[src/rtl/cgra_im_loader_pkg.sv]
// Shared types for the CGRA instruction-memory loader.
// Loader state machine encoding and DTL address field positions.
package cgra_im_loader_pkg;

    typedef enum logic [1:0] {
        IDLE,
        WR_LO,
        WR_HI,
        RD
    } loaderState_t;

    localparam int SEL_WIDTH = 4;
    localparam int WORD_ADDR_LSB = 2;

endpackage

[src/rtl/cgra_imm_beat_packer.sv]
// Holds the low beat of an immediate instruction and joins it with the
// high beat; flags a low beat that turns out to be the last of its burst.
module cgra_imm_beat_packer #(
    parameter int INTERFACE_WIDTH = 32,
    parameter int I_IMM_WIDTH = 33
) (
    input  logic                         iClk,
    input  logic                         iReset,
    input  logic                         iStoreLo,
    input  logic                         iLast,
    input  logic [INTERFACE_WIDTH-1:0]   iData,
    input  logic [INTERFACE_WIDTH/8-1:0] iEn,
    output logic [I_IMM_WIDTH-1:0]       oWord,
    output logic                         oAnyEn,
    output logic                         oDangling
);

    logic [INTERFACE_WIDTH-1:0] loData;
    logic                       loEn;

    always_ff @(posedge iClk) begin
        if (iReset) begin
            loData <= '0;
            loEn <= 1'b0;
        end else if (iStoreLo) begin
            loData <= iData;
            loEn <= |iEn;
        end
    end

    assign oWord = {iData[I_IMM_WIDTH-INTERFACE_WIDTH-1:0], loData};
    assign oAnyEn = loEn | (|iEn);
    assign oDangling = iStoreLo & iLast;

endmodule

[src/rtl/cgra_im_loader.sv]
// Moves DTL write bursts into the CGRA immediate and decoder instruction
// memories; reads are answered with zero data.
module cgra_im_loader
    import cgra_im_loader_pkg::*;
#(
    parameter int INTERFACE_WIDTH = 32,
    parameter int INTERFACE_ADDR_WIDTH = 32,
    parameter int INTERFACE_BLOCK_WIDTH = 5,
    parameter int I_WIDTH = 12,
    parameter int I_IMM_WIDTH = 33,
    parameter int IM_MEM_ADDR_WIDTH = 8,
    parameter int NUM_IMM = 3,
    parameter int NUM_ID = 6,
    parameter int SEL_LSB = 16
) (
    input  logic                             iClk,
    input  logic                             iReset,
    input  logic                             iDTL_CommandValid,
    output logic                             oDTL_CommandAccept,
    input  logic                             iDTL_CommandReadWrite,
    input  logic [INTERFACE_ADDR_WIDTH-1:0]  iDTL_Address,
    input  logic [INTERFACE_BLOCK_WIDTH-1:0] iDTL_BlockSize,
    input  logic                             iDTL_WriteValid,
    output logic                             oDTL_WriteAccept,
    input  logic [INTERFACE_WIDTH-1:0]       iDTL_WriteData,
    input  logic [INTERFACE_WIDTH/8-1:0]     iDTL_WriteEnable,
    input  logic                             iDTL_WriteLast,
    output logic                             oDTL_ReadValid,
    input  logic                             iDTL_ReadAccept,
    output logic                             oDTL_ReadLast,
    output logic [INTERFACE_WIDTH-1:0]       oDTL_ReadData,
    output logic [NUM_IMM+NUM_ID-1:0]        oIM_WriteEnable,
    output logic [IM_MEM_ADDR_WIDTH-1:0]     oIM_WriteAddress,
    output logic [I_WIDTH-1:0]               oIM_WriteData,
    output logic [I_IMM_WIDTH-1:0]           oIM_WriteData_IMM,
    output logic                             oBusy,
    output logic                             oLoadDone,
    output logic                             oError
);

    localparam int NUM_MEM = NUM_IMM + NUM_ID;
    localparam int CNT_W = INTERFACE_BLOCK_WIDTH + 1;
    localparam logic [SEL_WIDTH-1:0] SEL_IMM_END = SEL_WIDTH'(NUM_IMM);
    localparam logic [SEL_WIDTH-1:0] SEL_END = SEL_WIDTH'(NUM_MEM);

    loaderState_t                 state;
    logic [SEL_WIDTH-1:0]         sel;
    logic [IM_MEM_ADDR_WIDTH-1:0] wordAddr;
    logic [CNT_W-1:0]             beatCnt;
    logic                         donePending;

    logic                   isImm;
    logic                   selValid;
    logic                   beat;
    logic                   loPhase;
    logic                   lastBeat;
    logic                   storeLo;
    logic                   packAnyEn;
    logic                   anyEn;
    logic                   dangling;
    logic                   doWrite;
    logic [I_IMM_WIDTH-1:0] immWord;
    logic [NUM_MEM-1:0]     selOneHot;
    logic [SEL_WIDTH-1:0]   cmdSel;
    logic                   unusedAddr;

    assign cmdSel = iDTL_Address[SEL_LSB +: SEL_WIDTH];
    assign isImm = sel < SEL_IMM_END;
    assign selValid = sel < SEL_END;
    assign beat = iDTL_WriteValid && oDTL_WriteAccept;
    assign loPhase = isImm && state == WR_LO;
    assign lastBeat = iDTL_WriteLast || beatCnt == CNT_W'(1);
    assign storeLo = beat && loPhase;
    assign anyEn = isImm ? packAnyEn : |iDTL_WriteEnable;
    assign doWrite = beat && !loPhase && selValid && anyEn;
    assign selOneHot = NUM_MEM'(1) << sel;
    assign unusedAddr = ^iDTL_Address;

    assign oBusy = state != IDLE;
    assign oDTL_ReadData = '0;

    cgra_imm_beat_packer #(
        .INTERFACE_WIDTH(INTERFACE_WIDTH),
        .I_IMM_WIDTH(I_IMM_WIDTH)
    ) uPacker (
        .iClk(iClk),
        .iReset(iReset),
        .iStoreLo(storeLo),
        .iLast(lastBeat),
        .iData(iDTL_WriteData),
        .iEn(iDTL_WriteEnable),
        .oWord(immWord),
        .oAnyEn(packAnyEn),
        .oDangling(dangling)
    );

    always_ff @(posedge iClk) begin
        if (iReset) begin
            state <= IDLE;
            sel <= '0;
            wordAddr <= '0;
            beatCnt <= '0;
            donePending <= 1'b0;
            oDTL_CommandAccept <= 1'b0;
            oDTL_WriteAccept <= 1'b0;
            oDTL_ReadValid <= 1'b0;
            oDTL_ReadLast <= 1'b0;
            oIM_WriteEnable <= '0;
            oIM_WriteAddress <= '0;
            oIM_WriteData <= '0;
            oIM_WriteData_IMM <= '0;
            oLoadDone <= 1'b0;
            oError <= 1'b0;
        end else begin
            oIM_WriteEnable <= '0;
            oLoadDone <= donePending;
            donePending <= 1'b0;
            unique case (state)
                IDLE: begin
                    oDTL_CommandAccept <= 1'b1;
                    if (iDTL_CommandValid && oDTL_CommandAccept) begin
                        sel <= cmdSel;
                        wordAddr <= iDTL_Address[WORD_ADDR_LSB +: IM_MEM_ADDR_WIDTH];
                        beatCnt <= CNT_W'(iDTL_BlockSize) + CNT_W'(1);
                        oDTL_CommandAccept <= 1'b0;
                        if (iDTL_CommandReadWrite) begin
                            state <= RD;
                            oDTL_ReadValid <= 1'b1;
                            oDTL_ReadLast <= iDTL_BlockSize == '0;
                        end else begin
                            state <= WR_LO;
                            oDTL_WriteAccept <= 1'b1;
                            if (cmdSel >= SEL_END) oError <= 1'b1;
                        end
                    end
                end
                WR_LO, WR_HI: begin
                    if (beat) begin
                        beatCnt <= beatCnt - CNT_W'(1);
                        if (loPhase) begin
                            state <= WR_HI;
                        end else begin
                            wordAddr <= wordAddr + 1'b1;
                            state <= WR_LO;
                        end
                        if (doWrite) begin
                            oIM_WriteEnable <= selOneHot;
                            oIM_WriteAddress <= wordAddr;
                            oIM_WriteData <= iDTL_WriteData[I_WIDTH-1:0];
                            oIM_WriteData_IMM <= immWord;
                        end
                        if (dangling) oError <= 1'b1;
                        // done pulse trails the final strobe when one is issued
                        if (lastBeat) begin
                            state <= IDLE;
                            oDTL_WriteAccept <= 1'b0;
                            oDTL_CommandAccept <= 1'b1;
                            if (doWrite) donePending <= 1'b1;
                            else oLoadDone <= 1'b1;
                        end
                    end
                end
                RD: begin
                    if (oDTL_ReadValid && iDTL_ReadAccept) begin
                        beatCnt <= beatCnt - CNT_W'(1);
                        oDTL_ReadLast <= beatCnt == CNT_W'(2);
                        if (beatCnt == CNT_W'(1)) begin
                            state <= IDLE;
                            oDTL_ReadValid <= 1'b0;
                            oDTL_ReadLast <= 1'b0;
                            oDTL_CommandAccept <= 1'b1;
                        end
                    end
                end
            endcase
        end
    end

endmodule

[config.mk]
export PLATFORM = sky130hd
export DESIGN_NAME = cgra_im_loader
export DESIGN_NICKNAME = d
export VERILOG_FILES = /design/src/rtl/cgra_im_loader_pkg.sv /design/src/rtl/cgra_imm_beat_packer.sv /design/src/rtl/cgra_im_loader.sv
export SDC_FILE = /design/constraint.sdc
export NUM_CORES = 1
export LEC_CHECK = 0
export CAP_MARGIN = 10
export CORE_AREA = 2 2 86 170
export CTS_BUF_LIST = sky130_fd_sc_hd__clkbuf_8 sky130_fd_sc_hd__clkbuf_16
export DETAILED_ROUTE_END_ITERATION = 16
export DIE_AREA = 0 0 88 172
export PLACE_DENSITY = 0.77
export SLEW_MARGIN = 30
export SYNTH_ARGS = -nofsm -noshare
export SYNTH_HDL_FRONTEND = slang
export SYNTH_HIERARCHICAL = 1
export SYNTH_SLANG_ARGS = --single-unit
[constraint.sdc]
create_clock -name iClk -period 2.95 [get_ports iClk]
set_input_delay 0.4425 -clock iClk [delete_from_list [all_inputs] [get_ports iClk]]
set_output_delay 0.4425 -clock iClk [all_outputs]
set_load 0.02 [all_outputs]
==> qor.csv, run 1 <==
stage;metric;value;unit
outcome;status;finished clean;
sta;timing.fmax;413;MHz
cells_and_area;layout.nets;831;
synth;synth_flop_cell;dfxtp_1;
global_routing;grt-busiest-layer;met2;
pwr;power_density;793;mW/mm^2
synth;synth_cell_type_count;59;
sta;finalSetupViolCount;0;
global_routing;use_met2;0.384;
synth;async_reset_ff_frac;0;
sta;clock_skew;0.00949;ns
drt;wl_per_cell;16.5;microns
worst_setup_path;endpoint_kind;output pin;
clock_network;cts-resized-gates;0;
worst_setup_path;critPathMaxStageDelay;0.57;ns
synth;synth_common_cells;122 x dfxtp_1, 62 x inv_1, 59 x nor2_1, 51 x a311oi_1, 51 x a31o_1;
placement;preCtsSetupSlack;0.401;ns
drt;drt_iter0_drc;297;
worst_setup_path;crit_type;register to output pin;
global_routing;grt_pass1_vias;4862;
sta;relSlewSlack;0.414;
placement;routabilityCongestion;0.847;
clock_network;numCtsBuffers;17;
global_routing;grt_pass1_wl;24.2;mm
synth;synth_warnings;6;
drt;via_count;5066;
pwr;leakagePower;0.00270;uW
cells_and_area;fin_util;0.552;
synth;netlist_area;0.00585;sq mm
drt;ant_nets;0;
min_path;hold_path.class;register to register;
sta;tns;0;ns
cells_and_area;antennaDiodeCount;0;
worst_setup_path;cp_cell_sequence;inv_1 > ha_2 > inv_1 > clkdlybuf4s50_1;
sta;hold_slack;0.456;ns
clock_network;cts_htree_levels;4;
sta;min_period;2.42;ns
synth;synth_edf_count;0;
worst_setup_path;crit_fanout;23;
worst_setup_path;worstPathRequired;2.51;ns
sta;hold_viol;0;
placement;port-buffer-count;128;
pwr;power;6040;uW
synth;synth_area_per_cell;9.21;sq um
global_routing;use_met1;0.205;
global_routing;grt_antenna_before_repair;0;
global_routing;use_met3;0.0430;
cells_and_area;drive_above_1_share;0.0796;
drt;drc;0;
worst_setup_path;cp-start-kind;register;
clock_network;clk_pin_slew_worst_paths;0.05;ns
worst_setup_path;slowest_stage;clkdlybuf4s50_1;
synth;synth_top_cells_by_area;dfxtp_1 42%, a311oi_1 7.6%, a31o_1 7.6%;
clock_network;cts_tree;yes;
floorplan;die_x;88;microns
clock_network;clock_sinks;122;
worst_setup_path;cp_common_cell;inv_1;
clock_network;clk_latency;0.41;ns
floorplan;std_cell_rows;61;
drt;viasPerCell;5.37;
sta;finalWorstSetupSlack;0.529;ns
sta;worst_slew_pin_slew;0.878;ns
global_routing;gr-total-overflow;0;
global_routing;grt_util_all_layers;0.207;
drt;wl;15.6;mm
synth;syn-instance-count;635;
floorplan;start_util;0.423;
clock_network;clockBufferDepth;2;
floorplan;die_area;0.0151;sq mm
synth;yosys_register_bits;122;
sta;rsz0062_at_grt;no;
worst_setup_path;cp.arrival;1.98;ns
floorplan;core-area;0.0138;sq mm
floorplan;ioPinCount;181;
clock_network;root_buffer;clkbuf_16;
synth;yosysTopAreaCell;dfxtp_1;
clock_network;cts_hold_buf;0;
cells_and_area;area_growth;30.4;%
sta;final_max_slew_viol_count;0;
placement;dpl.hpwl;10.8;mm
global_routing;grt_max_degree;78;
job;drv_cap;0;
synth;yosysMostFrequentCell;dfxtp_1;
drt;drt-pass1-iter-count;5;
pwr;max-vdd-ir-drop;0.721;mV
floorplan;die_height;172;microns
synth;synth_top_area_share;0.418;
sta;fin_crit_sh;0.821;
clock_network;post_cts_buffers;0;
synth;ys_seq_area_frac;0.418;
-- metrics by stage --
stage	cell area, sq um	instances
global route	7620	943
finish	7620	943
floorplan	5960	666
CTS	7620	943
detailed placement	7070	912
global placement	7070	912
-- worst paths after layout --
path                                  start                 end  slack (ns)  cells past startpoint
worst max-delay path               state[1]               oBusy        0.53                      4
worst min-delay path            donePending           oLoadDone        0.46                      1
worst max register to register     state[0]  oIM_WriteEnable[0]        0.62                      6
worst min register to register  donePending           oLoadDone        0.46                      1
-- report_power, final --
part | switching [uW] | internal, uW
sequential | 156 | 1790
combinational | 1420 | 761
clock | 725 | 1190
total | 2300 | 3740
-- registers in the layout, summed over array words and instances (netlist names), 2 cells and up --
register	count
oIM_WriteEnable	9
beatCnt	6
oIM_WriteAddress	8
oIM_WriteData	12
uPacker/loData	32
sel	4
oIM_WriteData_IMM	33
state	2
wordAddr	8
-- per-layer routing --
metal / wire length, microns / part of all wire
met3: 632 / 0.041
met5: 0 / 0
met4: 623 / 0.040
met1: 5790 / 0.37
met2: 8550 / 0.55
-- critical path, delay by kind of cell, from the launching register on --
kind	cells	cell delay, ns
adders and majority gates	1	0.44
buffers and inverters	3	0.81
DFF	1	0.32
-- cell families after synthesis --
family / Yosys count / share of synthesized area
AO/OA/AOI/OAI: 161 / 0.226
XOR/XNOR: 3 / 0.00449
adder cells (fa/ha/maj): 9 / 0.0193
AND/OR/NAND/NOR: 146 / 0.118
flip-flops: 122 / 0.418
buffers and inverters: 149 / 0.138
multiplexers: 44 / 0.0762
other: 1 / 0.000641
-- layout by cell type (no fill, tap or decap), types with 10 or more instances in the layout --
master and count:
a31o_1 51, conb_1 32, clkbuf_16 17, nand3_1 11, buf_4 15, clkdlybuf4s50_1 127
mux2i_1 42, a311oi_1 51, nand2_1 30, o21ai_0 10, nor2_1 58, inv_1 62
a21oi_1 11, dfxtp_1 122
-- cell type report --
| class | count | area, sq um |
|---|---|---|
| repair buffers | 144 | 1420 |
| fillers | 1251 | 6190 |
| well taps | 189 | 236 |
| multi-input cells | 395 | 2730 |
| inverters | 62 | 233 |
| flip-flops and latches | 122 | 2440 |
| clock inverters | 12 | 101 |
| clock buffers | 19 | 453 |
Note: power is estimated with default switching activity, not from simulation.
==> run 2, diff against run 1 <==
Settings changed: PLACE_DENSITY 0.77 to 0.8.
Clock period 2.95 ns to 2.2 ns, I/O delays scaled along.
==> qor.csv, run 2 (synthesis gave the netlist of run 1 again) <==
stage;metric;value;unit
floorplan;std_cell_rows;61;
cells_and_area;final_cell_mix;126 x clkdlybuf4s50_1, 122 x dfxtp_1, 61 x inv_1;
sta;relSlewSlack;0.657;
clock_network;cts_tree;yes;
drt;ant_nets;0;
floorplan;ioPinCount;181;
clock_network;cts_htree_levels;4;
cells_and_area;layout.nets;842;
worst_setup_path;crit_buf_inv;2;
floorplan;die_x;88;microns
cells_and_area;antennaDiodeCount;0;
worst_setup_path;crit_fanout;13;
clock_network;clockBufferDepth;2;
worst_setup_path;cp_cell_sequence;inv_1 > ha_4 > a21boi_2 > a211oi_1 > buf_4 > and2_1 > a311oi_1;
placement;dpl.hpwl;10.5;mm
placement;routabilityCongestion;0.851;
pwr;power_density;1090;mW/mm^2
sta;finalSetupViolCount;0;
worst_setup_path;crit_start;state[0];
sta;hold_viol;0;
placement;port-buffer-count;128;
clock_network;cts_hold_buf;0;
floorplan;start_util;0.423;
floorplan;die_height;172;microns
drt;wl;15.7;mm
sta;min_period;2.01;ns
clock_network;clk_pin_slew_worst_paths;0.06;ns
worst_setup_path;slowest_stage;dfxtp_1;
cells_and_area;top_regs;oIM_WriteData_IMM x33, uPacker/loData x32, oIM_WriteData x12;
drt;viasPerCell;5.34;
floorplan;die_area;0.0151;sq mm
worst_setup_path;crit_type;register to register;
pwr;max-vdd-ir-drop;1.14;mV
worst_setup_path;endpoint_kind;register;
worst_setup_path;r2r_start;state[0];
drt;wl_per_cell;16.4;microns
sta;worst_slew_pin_slew;0.513;ns
cells_and_area;largest_reg_flops;33;
outcome;status;finished clean;
drt;drt_iter0_drc;222;
clock_network;numCtsBuffers;17;
clock_network;clk_latency;0.41;ns
worst_setup_path;crit_family;compound AO/OA/AOI/OAI gates;
global_routing;grt_pass1_wl;24.1;mm
cells_and_area;layout_commonest_cell;clkdlybuf4s50_1;
global_routing;grt_pass1_vias;4949;
drt;drt-pass1-iter-count;4;
sta;rsz0062_at_grt;no;
global_routing;grt_max_degree;71;
min_path;hold_path.class;input pin to register;
global_routing;gr-total-overflow;0;
sta;fin_crit_sh;0.916;
sta;clock_skew;0.0118;ns
floorplan;core-area;0.0138;sq mm
worst_setup_path;endpoint;wordAddr[0];
cells_and_area;area_growth;33.9;%
global_routing;grt_antenna_before_repair;0;
worst_setup_path;crit_cells;7;
sta;final_max_slew_viol_count;0;
pwr;power;8560;uW
worst_setup_path;critPathMaxStageDelay;0.39;ns
pwr;leakagePower;0.00280;uW
worst_setup_path;cp.arrival;2.28;ns
sta;hold_slack;0.297;ns
worst_setup_path;r2r_setup_slack;0.19;ns
clock_network;clock_sinks;122;
worst_setup_path;cp-start-kind;register;
worst_setup_path;r2r_cells;7;
worst_setup_path;r2r_end;wordAddr[0];
worst_setup_path;worstPathRequired;2.47;ns
cells_and_area;nFillCells;1185;
job;drv_cap;0;
cells_and_area;top_register;oIM_WriteData_IMM;
cells_and_area;fin_util;0.567;
drt;via_count;5096;
cells_and_area;drive_above_1_share;0.0979;
drt;drc;0;
clock_network;root_buffer;clkbuf_16;
sta;timing.fmax;496;MHz
global_routing;grt_util_all_layers;0.203;
## run 2: cell types whose count changed in the layout (fill, tap and decap cells not counted), moves of 2 or more
cell / previous run / this run
clkinvlp_4: 4 / 2
clkinv_4: 1 / 4
buf_4: 15 / 21
buf_12: 2 / 5
## run 2: how the worst min path moves through the flow
| stage | start | end | slack (ns) | cells past startpoint |
|---|---|---|---|---|
| 2_1_floorplan | donePending | oLoadDone | 0.42 | 1 |
| 3_3_place_gp | donePending | oLoadDone | 0.42 | 1 |
| 3_5_place_dp | donePending | oLoadDone | 0.42 | 1 |
| 4_1_cts | iReset | uPacker/loData[15] | 0.28 | 2 |
| 5_1_grt | iReset | uPacker/loData[15] | 0.29 | 2 |
| 6_report | iReset | uPacker/loData[23] | 0.30 | 2 |
## run 2: timing repair
action                                  in CTS  in global routing
cloned                                       0                  1
endpoints found under the setup margin       3                 10
hold endpoints to repair                     0                  0
buffers inserted                             0                  0
resized for setup                            2                  4
## run 2: final cells by class
cell class / count / area [sq um] / area share
repair buffers: 155 / 1560 / 0.200
well taps: 189 / 236 / 0.0302
multi-input cells: 395 / 2760 / 0.352
clock inverters: 13 / 143 / 0.0182
flip-flops and latches: 122 / 2440 / 0.312
clock buffers: 19 / 453 / 0.0579
inverters: 62 / 233 / 0.0297
## run 2: layer usage
layer	track usage	routed length, microns
met1	0.202	5770
met2	0.382	8820
met3	0.0382	551
met4	0.110	544
met5	0	0
## run 2: per-stage QoR
| stage | std cells | setup WS (ns) | TNS (ns) | area, sq um |
|---|---|---|---|---|
| 2_1_floorplan | 666 | 0.211 | 0 | 5960 |
| 3_3_place_gp | 922 | -0.0431 | -1.65 | 7180 |
| 3_5_place_dp | 922 | -0.102 | -4.07 | 7180 |
| 4_1_cts | 954 | 0.0810 | 0 | 7780 |
| 5_1_grt | 955 | 0.0520 | 0 | 7830 |
| 6_report | 955 | 0.185 | 0 | 7830 |
## run 2: where the power goes
part | leakage [uW] | total, uW | switching, uW | internal, uW
clock network | 0.000290 | 2760 | 1030 | 1730
registers | 0.000986 | 2600 | 199 | 2400
logic | 0.00153 | 3200 | 1970 | 1230
